File: config.mk
export PLATFORM = sky130hd
export DESIGN_NAME = alu_arbiter_flat
export DESIGN_NICKNAME = d
export VERILOG_FILES = /design/src/rtl/alu_arb_pkg.sv /design/src/rtl/alu_arbiter_if.sv /design/src/rtl/rr_arbiter.sv /design/src/rtl/alu_arbiter.sv /design/src/flat_wrapper.sv
export SDC_FILE = /design/constraint.sdc
export NUM_CORES = 1
export LEC_CHECK = 0
export ABC_AREA = 0
export CAP_MARGIN = 20
export CORE_MARGIN = 3
export CORE_UTILIZATION = 35
export CTS_CLUSTER_SIZE = 14
export DETAILED_ROUTE_END_ITERATION = 7
export PLACE_DENSITY = 0.78
export RECOVER_POWER = 50
export SLEW_MARGIN = 20
export SYNTH_ARGS = -nofsm -noshare
export SYNTH_HDL_FRONTEND = slang
export SYNTH_HIERARCHICAL = 1
export SYNTH_SLANG_ARGS = --single-unit
File: constraint.sdc
create_clock -name clk -period 2.6 [get_ports clk]
set_input_delay 0.52 -clock clk [delete_from_list [all_inputs] [get_ports clk]]
set_output_delay 0.52 -clock clk [all_outputs]
set_load 0.005 [all_outputs]
File: src/rtl/alu_arb_pkg.sv
// Shared types and constants for the round-robin ALU arbiter.
// Optional build macro: ALU_ARB_FLAGS_EN (adds rsp_zero / rsp_neg flags).
package alu_arb_pkg;

    localparam int   ALU_W      = 16;
    localparam logic ALU_OP_ADD = 1'b0;
    localparam logic ALU_OP_SUB = 1'b1;

    typedef enum logic [1:0] {
        IDLE,
        ISSUE,
        WAIT,
        RESP
    } alu_arb_state_t;

endpackage

File: src/rtl/alu_arbiter_if.sv
// Request/response/ALU bundle between the requesters, the arbiter and the ALU.
// slave: arbiter side. master: requesters + ALU side.
// Optional build macro: ALU_ARB_FLAGS_EN (adds rsp_zero / rsp_neg).
interface alu_arbiter_if #(
    parameter int NREQ = 4,
    parameter int W    = alu_arb_pkg::ALU_W
);
    localparam int IW = $clog2(NREQ);

    logic [NREQ-1:0]   req_valid;
    logic [NREQ-1:0]   req_ready;
    logic [NREQ*W-1:0] req_a;
    logic [NREQ*W-1:0] req_b;
    logic [NREQ-1:0]   req_sub;

    logic              rsp_valid;
    logic              rsp_ready;
    logic [IW-1:0]     rsp_id;
    logic [W-1:0]      rsp_result;
`ifdef ALU_ARB_FLAGS_EN
    logic              rsp_zero;
    logic              rsp_neg;
`endif

    logic              alu_in;
    logic [W-1:0]      alu_operand1;
    logic [W-1:0]      alu_operand2;
    logic              alu_operation;
    logic [W-1:0]      alu_result;

`ifdef ALU_ARB_FLAGS_EN
    modport slave (
        input  req_valid, req_a, req_b, req_sub, rsp_ready, alu_result,
        output req_ready, rsp_valid, rsp_id, rsp_result, rsp_zero, rsp_neg,
        output alu_in, alu_operand1, alu_operand2, alu_operation
    );
    modport master (
        output req_valid, req_a, req_b, req_sub, rsp_ready, alu_result,
        input  req_ready, rsp_valid, rsp_id, rsp_result, rsp_zero, rsp_neg,
        input  alu_in, alu_operand1, alu_operand2, alu_operation
    );
`else
    modport slave (
        input  req_valid, req_a, req_b, req_sub, rsp_ready, alu_result,
        output req_ready, rsp_valid, rsp_id, rsp_result,
        output alu_in, alu_operand1, alu_operand2, alu_operation
    );
    modport master (
        output req_valid, req_a, req_b, req_sub, rsp_ready, alu_result,
        input  req_ready, rsp_valid, rsp_id, rsp_result,
        input  alu_in, alu_operand1, alu_operand2, alu_operation
    );
`endif

endinterface

File: src/rtl/rr_arbiter.sv
// Combinational round-robin picker: first asserted req at or after ptr,
// wrapping modulo NREQ. No state; the caller owns and advances ptr.
module rr_arbiter #(
    parameter  int NREQ = 4,
    localparam int IW   = $clog2(NREQ)
) (
    input  logic [NREQ-1:0] req,
    input  logic [IW-1:0]   ptr,
    output logic [NREQ-1:0] gnt,
    output logic [IW-1:0]   gnt_idx,
    output logic            any
);

    // Walk the requesters starting at ptr; the first hit wins.
    always_comb begin
        logic [IW:0] pos;
        gnt     = '0;
        gnt_idx = '0;
        any     = 1'b0;
        pos     = '0;
        for (int k = 0; k < NREQ; k++) begin
            // ptr + k stays below 2*NREQ, so one conditional subtract is a full modulo
            pos = {1'b0, ptr} + (IW+1)'(k);
            if (pos >= (IW+1)'(NREQ))
                pos = pos - (IW+1)'(NREQ);
            if (!any && req[pos[IW-1:0]]) begin
                any               = 1'b1;
                gnt[pos[IW-1:0]]  = 1'b1;
                gnt_idx           = pos[IW-1:0];
            end
        end
    end

endmodule

File: src/rtl/alu_arbiter.sv
// Round-robin sharing of one add/sub ALU between NREQ requesters.
// One op per transaction: accept -> strobe ALU -> capture result after a
// fixed one-cycle latency -> hold response until rsp_ready.
// Optional build macro: ALU_ARB_FLAGS_EN (registered rsp_zero / rsp_neg).
module alu_arbiter
    import alu_arb_pkg::*;
#(
    parameter int NREQ = 4,
    parameter int W    = ALU_W
) (
    input  logic          clk,
    input  logic          rst,
    alu_arbiter_if.slave  bus
);

    localparam int IW = $clog2(NREQ);

    alu_arb_state_t  state;
    logic [IW-1:0]   rr_ptr;
    logic [NREQ-1:0] gnt;
    logic [IW-1:0]   gnt_idx;
    logic            any;

    rr_arbiter #(.NREQ(NREQ)) u_rr (
        .req     (bus.req_valid),
        .ptr     (rr_ptr),
        .gnt     (gnt),
        .gnt_idx (gnt_idx),
        .any     (any)
    );

    // Grant is only offered while idle; held low throughout reset.
    assign bus.req_ready = (state == IDLE && !rst) ? gnt : '0;

    // Transaction FSM with registered ALU and response outputs.
    // The ALU done pulse is deliberately ignored: completion is by fixed latency.
    always_ff @(posedge clk or posedge rst) begin
        if (rst) begin
            state             <= IDLE;
            rr_ptr            <= '0;
            bus.alu_in        <= 1'b0;
            bus.alu_operand1  <= '0;
            bus.alu_operand2  <= '0;
            bus.alu_operation <= ALU_OP_ADD;
            bus.rsp_valid     <= 1'b0;
            bus.rsp_id        <= '0;
            bus.rsp_result    <= '0;
`ifdef ALU_ARB_FLAGS_EN
            bus.rsp_zero      <= 1'b0;
            bus.rsp_neg       <= 1'b0;
`endif
        end else begin
            case (state)
                IDLE: begin
                    // any implies req_valid[g] & req_ready[g] for the granted g
                    if (any) begin
                        bus.alu_operand1  <= bus.req_b[int'(gnt_idx)*W +: W];
                        bus.alu_operand2  <= bus.req_a[int'(gnt_idx)*W +: W];
                        bus.alu_operation <= bus.req_sub[gnt_idx];
                        bus.rsp_id        <= gnt_idx;
                        rr_ptr            <= (gnt_idx == IW'(NREQ-1)) ? '0 : gnt_idx + IW'(1);
                        bus.alu_in        <= 1'b1;
                        state             <= ISSUE;
                    end
                end
                ISSUE: begin
                    bus.alu_in <= 1'b0;
                    state      <= WAIT;
                end
                WAIT: begin
                    bus.rsp_result <= bus.alu_result;
`ifdef ALU_ARB_FLAGS_EN
                    bus.rsp_zero   <= (bus.alu_result == '0);
                    bus.rsp_neg    <= bus.alu_result[W-1];
`endif
                    bus.rsp_valid  <= 1'b1;
                    state          <= RESP;
                end
                RESP: begin
                    if (bus.rsp_ready) begin
                        bus.rsp_valid <= 1'b0;
                        state         <= IDLE;
                    end
                end
                default: state <= IDLE;
            endcase
        end
    end

endmodule

File: src/flat_wrapper.sv
// flat-port wrapper written by rule: the top's interface ports become plain ports
module alu_arbiter_flat import alu_arb_pkg::*;
#(
    parameter int NREQ = 4,
    parameter int W    = ALU_W
)
  (clk, rst, bus_req_valid, bus_req_a, bus_req_b, bus_req_sub, bus_rsp_ready, bus_alu_result, bus_req_ready, bus_rsp_valid, bus_rsp_id, bus_rsp_result, bus_alu_in, bus_alu_operand1, bus_alu_operand2, bus_alu_operation);
  alu_arbiter_if #(.NREQ(NREQ), .W(W)) bus_i ();
  input  logic clk;
  input  logic rst;
  input wire logic [$bits(bus_i.req_valid)-1:0] bus_req_valid;
  input wire logic [$bits(bus_i.req_a)-1:0] bus_req_a;
  input wire logic [$bits(bus_i.req_b)-1:0] bus_req_b;
  input wire logic [$bits(bus_i.req_sub)-1:0] bus_req_sub;
  input wire logic [$bits(bus_i.rsp_ready)-1:0] bus_rsp_ready;
  input wire logic [$bits(bus_i.alu_result)-1:0] bus_alu_result;
  output wire logic [$bits(bus_i.req_ready)-1:0] bus_req_ready;
  output wire logic [$bits(bus_i.rsp_valid)-1:0] bus_rsp_valid;
  output wire logic [$bits(bus_i.rsp_id)-1:0] bus_rsp_id;
  output wire logic [$bits(bus_i.rsp_result)-1:0] bus_rsp_result;
  output wire logic [$bits(bus_i.alu_in)-1:0] bus_alu_in;
  output wire logic [$bits(bus_i.alu_operand1)-1:0] bus_alu_operand1;
  output wire logic [$bits(bus_i.alu_operand2)-1:0] bus_alu_operand2;
  output wire logic [$bits(bus_i.alu_operation)-1:0] bus_alu_operation;
  assign bus_i.req_valid = bus_req_valid;
  assign bus_i.req_a = bus_req_a;
  assign bus_i.req_b = bus_req_b;
  assign bus_i.req_sub = bus_req_sub;
  assign bus_i.rsp_ready = bus_rsp_ready;
  assign bus_i.alu_result = bus_alu_result;
  assign bus_req_ready = bus_i.req_ready;
  assign bus_rsp_valid = bus_i.rsp_valid;
  assign bus_rsp_id = bus_i.rsp_id;
  assign bus_rsp_result = bus_i.rsp_result;
  assign bus_alu_in = bus_i.alu_in;
  assign bus_alu_operand1 = bus_i.alu_operand1;
  assign bus_alu_operand2 = bus_i.alu_operand2;
  assign bus_alu_operation = bus_i.alu_operation;
  alu_arbiter #(.NREQ(NREQ), .W(W)) u_core (.clk(clk), .rst(rst), .bus(bus_i));
endmodule
==> flow_summary_export.csv, run 1 <==
group,metric,value,unit
status,outcome,"finished with violations",
status,failed_checks,"setup timing",
clocking,tritoncts,"yes",
yosys,per_instance_average_area_after_synthesis,12.05,um2
final_layout,area_growth,83.96,%
final_layout,layout-drive-gt1-share,25.94,%
clocking,clock_path_buffers,2,
yosys,synth.cell_area,3689,um2
yosys,synth-main-ff-cell,"sky130_fd_sc_hd__dfrtp_1",
final_layout,area_of_all_sequential_standard_cells,1429,um2
yosys,syn-instance-count,306,
global_route,grt_antenna_before_repair,0,
clocking,clk_latency,340,ps
final_layout,area_taken_by_multi_input_logic_gates,2208,um2
yosys,yosysMostFrequentCell,"sky130_fd_sc_hd__mux2i_1",
flow_run,cap_violations,0,
sta,achievable-frequency,343.9,MHz
yosys,ys_warn_count,6,
worst_setup_path,rr_endpoint,"u_core/bus.alu_operand2[0]$_DFFE_PP0P_",
power,leakagePower,0.002837,uW
yosys,synth_largest_area_cell,"sky130_fd_sc_hd__dfrtp_1",
worst_setup_path,ff2ff_setup_slack,-230,ps
global_route,first_global_vias,3774,
route,via_count,3498,
final_layout,finalNetCount,721,
placed_design,placed_cells_incl_taps,657,
final_layout,num_antenna_cells,0,
clocking,worst_setup_hold_path_clk_slew,60,ps
sta,final.setup.worst_slack,-307.7,ps
worst_setup_path,worstSetupStartpoint,"u_core/rr_ptr[0]$_DFFE_PP0P_",
sta,hold_viol_final,0,
clocking,cts_sinks,57,
global_route,grt.total_usage,20.92,%
yosys,synthDistinctLibCells,31,
clocking,tritoncts.num_buffers,9,
clocking,level_count_of_the_clock_h_tree,3,
floorplan,core_area,10000,um2
final_layout,post-route-cell-area,6785,um2
global_route,global_route.overflow_total,0,
worst_hold_path,worst_hold_path.num_cells,2,
power,worst_case_vdd_ir_drop,0.0008904,V
sta,relSlewSlack,39.29,%
sta,final_worst_path_period_share,111.8,%
route,wirelength_per_cell,17.72,um
yosys,synth_edf_count,0,
placed_design,gp_congestion,0.8523,
yosys,synth_sequential_area_ratio,38.67,%
clocking,postCtsHoldBufs,0,
floorplan,die-height,108.7,um
floorplan,initial_core_util,36.89,%
sta,clock_skew,13.98,ps
worst_setup_path,worst-endpoint-arrival,2390,ps
route,wirelength,12270,um
worst_setup_path,worstSetupEndpointType,"output port",
sta,worstMarginPinSlew,909.7,ps
sta,setup_violations,39,
route,ant_nets,0,
yosys,syn_nets,473,
floorplan,io_pins,212,
yosys,yosys_register_bits,57,
placed_design,placement.setup.worst_slack,-744.8,ps
floorplan,floorplan.die_area,11810,um2
worst_setup_path,required,2080,ps
floorplan,die_w,108.7,um
worst_setup_path,criticalPathCategory,"register to output port",
route,routed_via_density,5.055,
worst_setup_path,cp_max_fo,5,
route,detail_route.iter0.violations,136,
placed_design,io_buffer_count,211,
yosys,yosys-top-cells-area,"sky130_fd_sc_hd__dfrtp_1, sky130_fd_sc_hd__mux2i_1, sky130_fd_sc_hd__o221ai_2",
clocking,cts-root-buf,"sky130_fd_sc_hd__clkbuf_8",
floorplan,rows,36,
route,firstDrtPassIters,6,
worst_setup_path,critPathLaunchType,"register",
route,post-route-drc-count,0,
final_layout,final_util,67.86,%
global_route,grt_max_degree,36,
yosys,synth_common_cells,"sky130_fd_sc_hd__mux2i_1, sky130_fd_sc_hd__dfrtp_1, sky130_fd_sc_hd__nand2_1",
placed_design,detailed_place.area,6142,um2
sta,post-route-min-period,2908,ps
global_route,wire_length_of_the_first_global_routing_pass,19180,um
worst_hold_path,worst_hold_path.endpoint,"u_core/bus.rsp_id[1]$_DFFE_PP0P_",
final_layout,final-instance-count-excl-fill,692,
placed_design,detailed_place_hpwl,9154,um
yosys,synth_top_area_share,38.67,%
worst_hold_path,hold_start,"u_core/bus.rsp_id[1]$_DFFE_PP0P_",
sta,rsz0062_at_grt,"yes",
yosys,synth_async_sr_flop_share,100.0,%
worst_setup_path,r2r.worst_path.cells,10,
sta,final-max-slew-violation-count,0,
final_layout,fill_cell_instance_count_of_the_final_layout,786,
power,p_per_area,1325,nW/um2
worst_hold_path,hold_path_class,"register to register",
worst_setup_path,rr_startpoint,"u_core/rr_ptr[0]$_DFFE_PP0P_",
sta,finalHoldWorstSlack,484.7,ps
[final cells by class]
type	count	share of cell area, %
Clock inverter	5	1.180
Sequential cell	57	21.06
Multi-Input combinational cell	219	32.55
Inverter	6	0.3688
Timing Repair Buffer	261	40.31
Clock buffer	11	2.084
Tap cell	133	2.453
[cell usage in the layout (no fill, tap or decap), types with 10 or more instances in the layout]
cell,count
sky130_fd_sc_hd__mux2i_1,68
sky130_fd_sc_hd__nand2_1,39
sky130_fd_sc_hd__clkbuf_8,10
sky130_fd_sc_hd__ha_1,10
sky130_fd_sc_hd__dfrtp_1,55
sky130_fd_sc_hd__clkdlybuf4s50_1,194
sky130_fd_sc_hd__o221ai_2,31
sky130_fd_sc_hd__buf_4,28
sky130_fd_sc_hd__mux2_2,19
[cell families after synthesis]
group / count (synthesis) / synth area share, %
buffers and inverters: 30 / 5.190
flip-flops: 57 / 38.67
adder cells (fa/ha/maj): 12 / 4.070
AO/OA/AOI/OAI: 55 / 17.03
AND/OR/NAND/NOR: 59 / 7.564
multiplexers: 93 / 27.48
[timing repair]
action,in CTS,in global routing
setup buffers,11,2
cloned,7,0
pin swaps,25,3
endpoints found under the setup margin,42,41
resized for setup,52,9
[registers in the layout, summed over array words and instances (netlist names)]
name,cells
u_core/bus.alu_in,1
u_core/bus.rsp_id,2
u_core/bus.alu_operand2,16
u_core/bus.rsp_result,16
u_core/state,2
u_core/bus.alu_operation,1
u_core/rr_ptr,2
u_core/bus.alu_operand1,16
u_core/bus.rsp_valid,1
[through the flow]
step,total power (uW),TNS (ps)
detailed placement,7079,-25300
global placement,6914,-22530
floorplan,5091,-1064
finish,8989,-6738
global route,9582,-10510
CTS,8896,-3500
[power breakdown]
part	total, uW	switching, uW	internal [uW]
clock	940	376	565
sequential	1630	267	1360
combinational	6420	2750	3660
[worst max path at each step]
stage / to / slack, ps / depth (start not counted)
floorplan: u_core/bus.alu_operand2[10]$_DFFE_PP0P_ / -40 / 12
global placement: bus_req_ready[0] / -660 / 7
detailed placement: bus_req_ready[1] / -740 / 7
CTS: bus_req_ready[1] / -210 / 9
global route: bus_req_ready[1] / -380 / 9
finish: bus_req_ready[1] / -310 / 8
[layer usage]
layer / routed length, um / global-route usage, % / up-vias
met4: 223 / 6.402 / 0
met3: 862 / 4.914 / 16
met2: 6546 / 38.26 / 135
met1: 4632 / 24.10 / 1687
met5: 0 / 0 / -
li1: - / - / 1660
[worst max-delay path, cell delays in order (launching register included)]
cell and delay, ps:
sky130_fd_sc_hd__dfrtp_2 440, sky130_fd_sc_hd__buf_4 140, sky130_fd_sc_hd__mux4_2 530, sky130_fd_sc_hd__nor4b_4 330, sky130_fd_sc_hd__buf_4 180, sky130_fd_sc_hd__a22oi_1 60
sky130_fd_sc_hd__o21ai_1 100, sky130_fd_sc_hd__and2_1 160, sky130_fd_sc_hd__buf_2 120
No activity file was read; power rests on OpenSTA's default activity.
==> run 2: changes to the inputs <==
- CORE_UTILIZATION: 35 -> 39
- PLACE_DENSITY: 0.78 -> 0.82
- clock period: 2.6 -> 2.8 ns (I/O delays scaled with it)
==> flow_summary_export.csv, run 2 (synthesis results as in run 1) <==
group,metric,value,unit
status,outcome,"finished with violations",
status,failed_checks,"setup timing",
sta,relSlewSlack,40.36,%
global_route,grt.total_usage,23.04,%
worst_setup_path,worstSetupStartpoint,"bus_req_valid[1]",
placed_design,io_buffer_count,211,
sta,worstMarginPinSlew,894.6,ps
floorplan,die_w,103.3,um
sta,final_worst_path_period_share,102.6,%
final_layout,post-route-cell-area,6952,um2
final_layout,layout_top_registers,"u_core/bus.alu_operand1 x16, u_core/bus.alu_operand2 x16, u_core/bus.rsp_result x16",
global_route,wire_length_of_the_first_global_routing_pass,19040,um
worst_hold_path,hold_path_class,"register to register",
sta,final.setup.worst_slack,-72.86,ps
route,routed_via_density,5.341,
global_route,first_global_vias,3870,
sta,clock_skew,7.716,ps
sta,post-route-min-period,2873,ps
route,via_count,3600,
clocking,worst_setup_hold_path_clk_slew,70,ps
route,wirelength,12650,um
flow_run,cap_violations,0,
route,detail_route.iter0.violations,125,
sta,achievable-frequency,348.1,MHz
global_route,grt_antenna_before_repair,0,
clocking,cts_sinks,57,
floorplan,die-height,103.3,um
floorplan,core_area,8934,um2
placed_design,detailed_place.area,6178,um2
worst_setup_path,rr_startpoint,"u_core/rr_ptr[1]$_DFFE_PP0P_",
floorplan,rows,34,
route,ant_nets,0,
clocking,tritoncts.num_buffers,9,
placed_design,detailed_place_hpwl,9275,um
final_layout,commonest_non_fill_non_tap_cell_in_the_layout,"sky130_fd_sc_hd__clkdlybuf4s50_1",
power,overall_power,9138,uW
power,worst_case_vdd_ir_drop,0.0007266,V
clocking,clock_path_buffers,2,
global_route,grt_max_degree,38,
global_route,global_route.overflow_total,0,
sta,rsz0062_at_grt,"yes",
worst_setup_path,critPathLaunchType,"input port",
clocking,clk_latency,320,ps
floorplan,io_pins,212,
final_layout,layout_common_cells,"sky130_fd_sc_hd__clkdlybuf4s50_1, sky130_fd_sc_hd__dfrtp_1, sky130_fd_sc_hd__nand2_1, sky130_fd_sc_hd__buf_4, sky130_fd_sc_hd__mux2i_2",
clocking,postCtsHoldBufs,0,
sta,hold_viol_final,0,
clocking,tritoncts,"yes",
route,firstDrtPassIters,4,
route,wirelength_per_cell,18.77,um
final_layout,finalNetCount,729,
clocking,level_count_of_the_clock_h_tree,3,
route,post-route-drc-count,0,
clocking,cts-root-buf,"sky130_fd_sc_hd__clkbuf_8",
final_layout,layout-drive-gt1-share,32.33,%
power,leakagePower,0.002848,uW
final_layout,area_growth,88.47,%
sta,setup_violations,8,
power,p_per_area,1315,nW/um2
worst_setup_path,worstSetupEndpointType,"output port",
final_layout,num_antenna_cells,0,
sta,final-max-slew-violation-count,0,
worst_setup_path,worst-endpoint-arrival,2310,ps
floorplan,initial_core_util,41.29,%
floorplan,floorplan.die_area,10660,um2
placed_design,gp_congestion,0.8388,
worst_setup_path,criticalPathCategory,"input port to output port",
worst_setup_path,required,2240,ps
worst_hold_path,hold_start,"u_core/bus.alu_operand1[9]$_DFFE_PP0P_",
worst_setup_path,cp_max_fo,5,
## run 2: cell type report
| cell class | instances | area [um2] |
|---|---|---|
| Clock buffer | 13 | 168.9 |
| Clock inverter | 2 | 60.06 |
| Fill cell | 573 | 1982 |
| Inverter | 6 | 22.52 |
| Multi-Input combinational cell | 219 | 2338 |
| Sequential cell | 57 | 1426 |
| Tap cell | 108 | 135.1 |
| Timing Repair Buffer | 269 | 2800 |
## run 2: power by group
part           total, uW  switching (uW)  internal, uW  leakage, uW
clock network        873             303           570     0.000116
logic               6750            2760          3980      0.00204
registers           1520             251          1270     0.000691
total               9140            3320          5820      0.00285
## run 2: final timing paths
kind / endpoint / slack (ps) / cells past startpoint
worst max register to register: u_core/bus.alu_operand2[1]$_DFFE_PP0P_ / -40 / 13
min in group asynchronous: u_core/bus.alu_operand1[8]$_DFFE_PP0P_ / 860 / 2
worst min register to register: u_core/bus.alu_operand1[9]$_DFFE_PP0P_ / 490 / 2
max in group asynchronous: u_core/bus.alu_in$_DFFE_PP0P_ / 580 / 3
worst min-delay path: u_core/bus.alu_operand1[9]$_DFFE_PP0P_ / 490 / 2
worst max-delay path: bus_req_ready[1] / -70 / 9
## run 2: worst max-delay path: stages
cell	delay (ps)
sky130_fd_sc_hd__dlygate4sd2_1	290
sky130_fd_sc_hd__mux4_2	540
sky130_fd_sc_hd__buf_6	140
sky130_fd_sc_hd__and2b_2	210
sky130_fd_sc_hd__buf_6	130
sky130_fd_sc_hd__a22oi_2	110
sky130_fd_sc_hd__o21ai_1	80
sky130_fd_sc_hd__and2_1	140
sky130_fd_sc_hd__buf_2	120
## run 2: layer usage
metal  wire length, um  track usage [%]  vias up
li1                  -                -     1669
met1              4790            26.81     1749
met2              6661            41.49      160
met3               908            5.701       22
met4               290            7.470        0
met5                 0                0        -
## run 2: through the flow
stage | std cells | hold slack [ps] | setup TNS, ps | setup WS (ps) | util (%)
5_1_grt | 674 | 511.1 | -3267 | -159.4 | 77.82
3_5_place_dp | 640 | 471.6 | -19610 | -637.3 | 69.16
3_3_place_gp | 640 | 464.1 | -15130 | -509.8 | 69.16
6_report | 674 | 486.5 | -241.1 | -72.86 | 77.82
4_1_cts | 670 | 493.2 | -431.3 | -73.17 | 75.22
2_1_floorplan | 306 | 471.1 | 0 | 12.81 | -
## run 2: repair_timing
item                                    4_1_cts  5_1_grt
resized for setup                            65       30
buffers inserted                             12        0
gates cloned                                  3        4
pin swaps                                    10        4
endpoints found under the setup margin       39       40
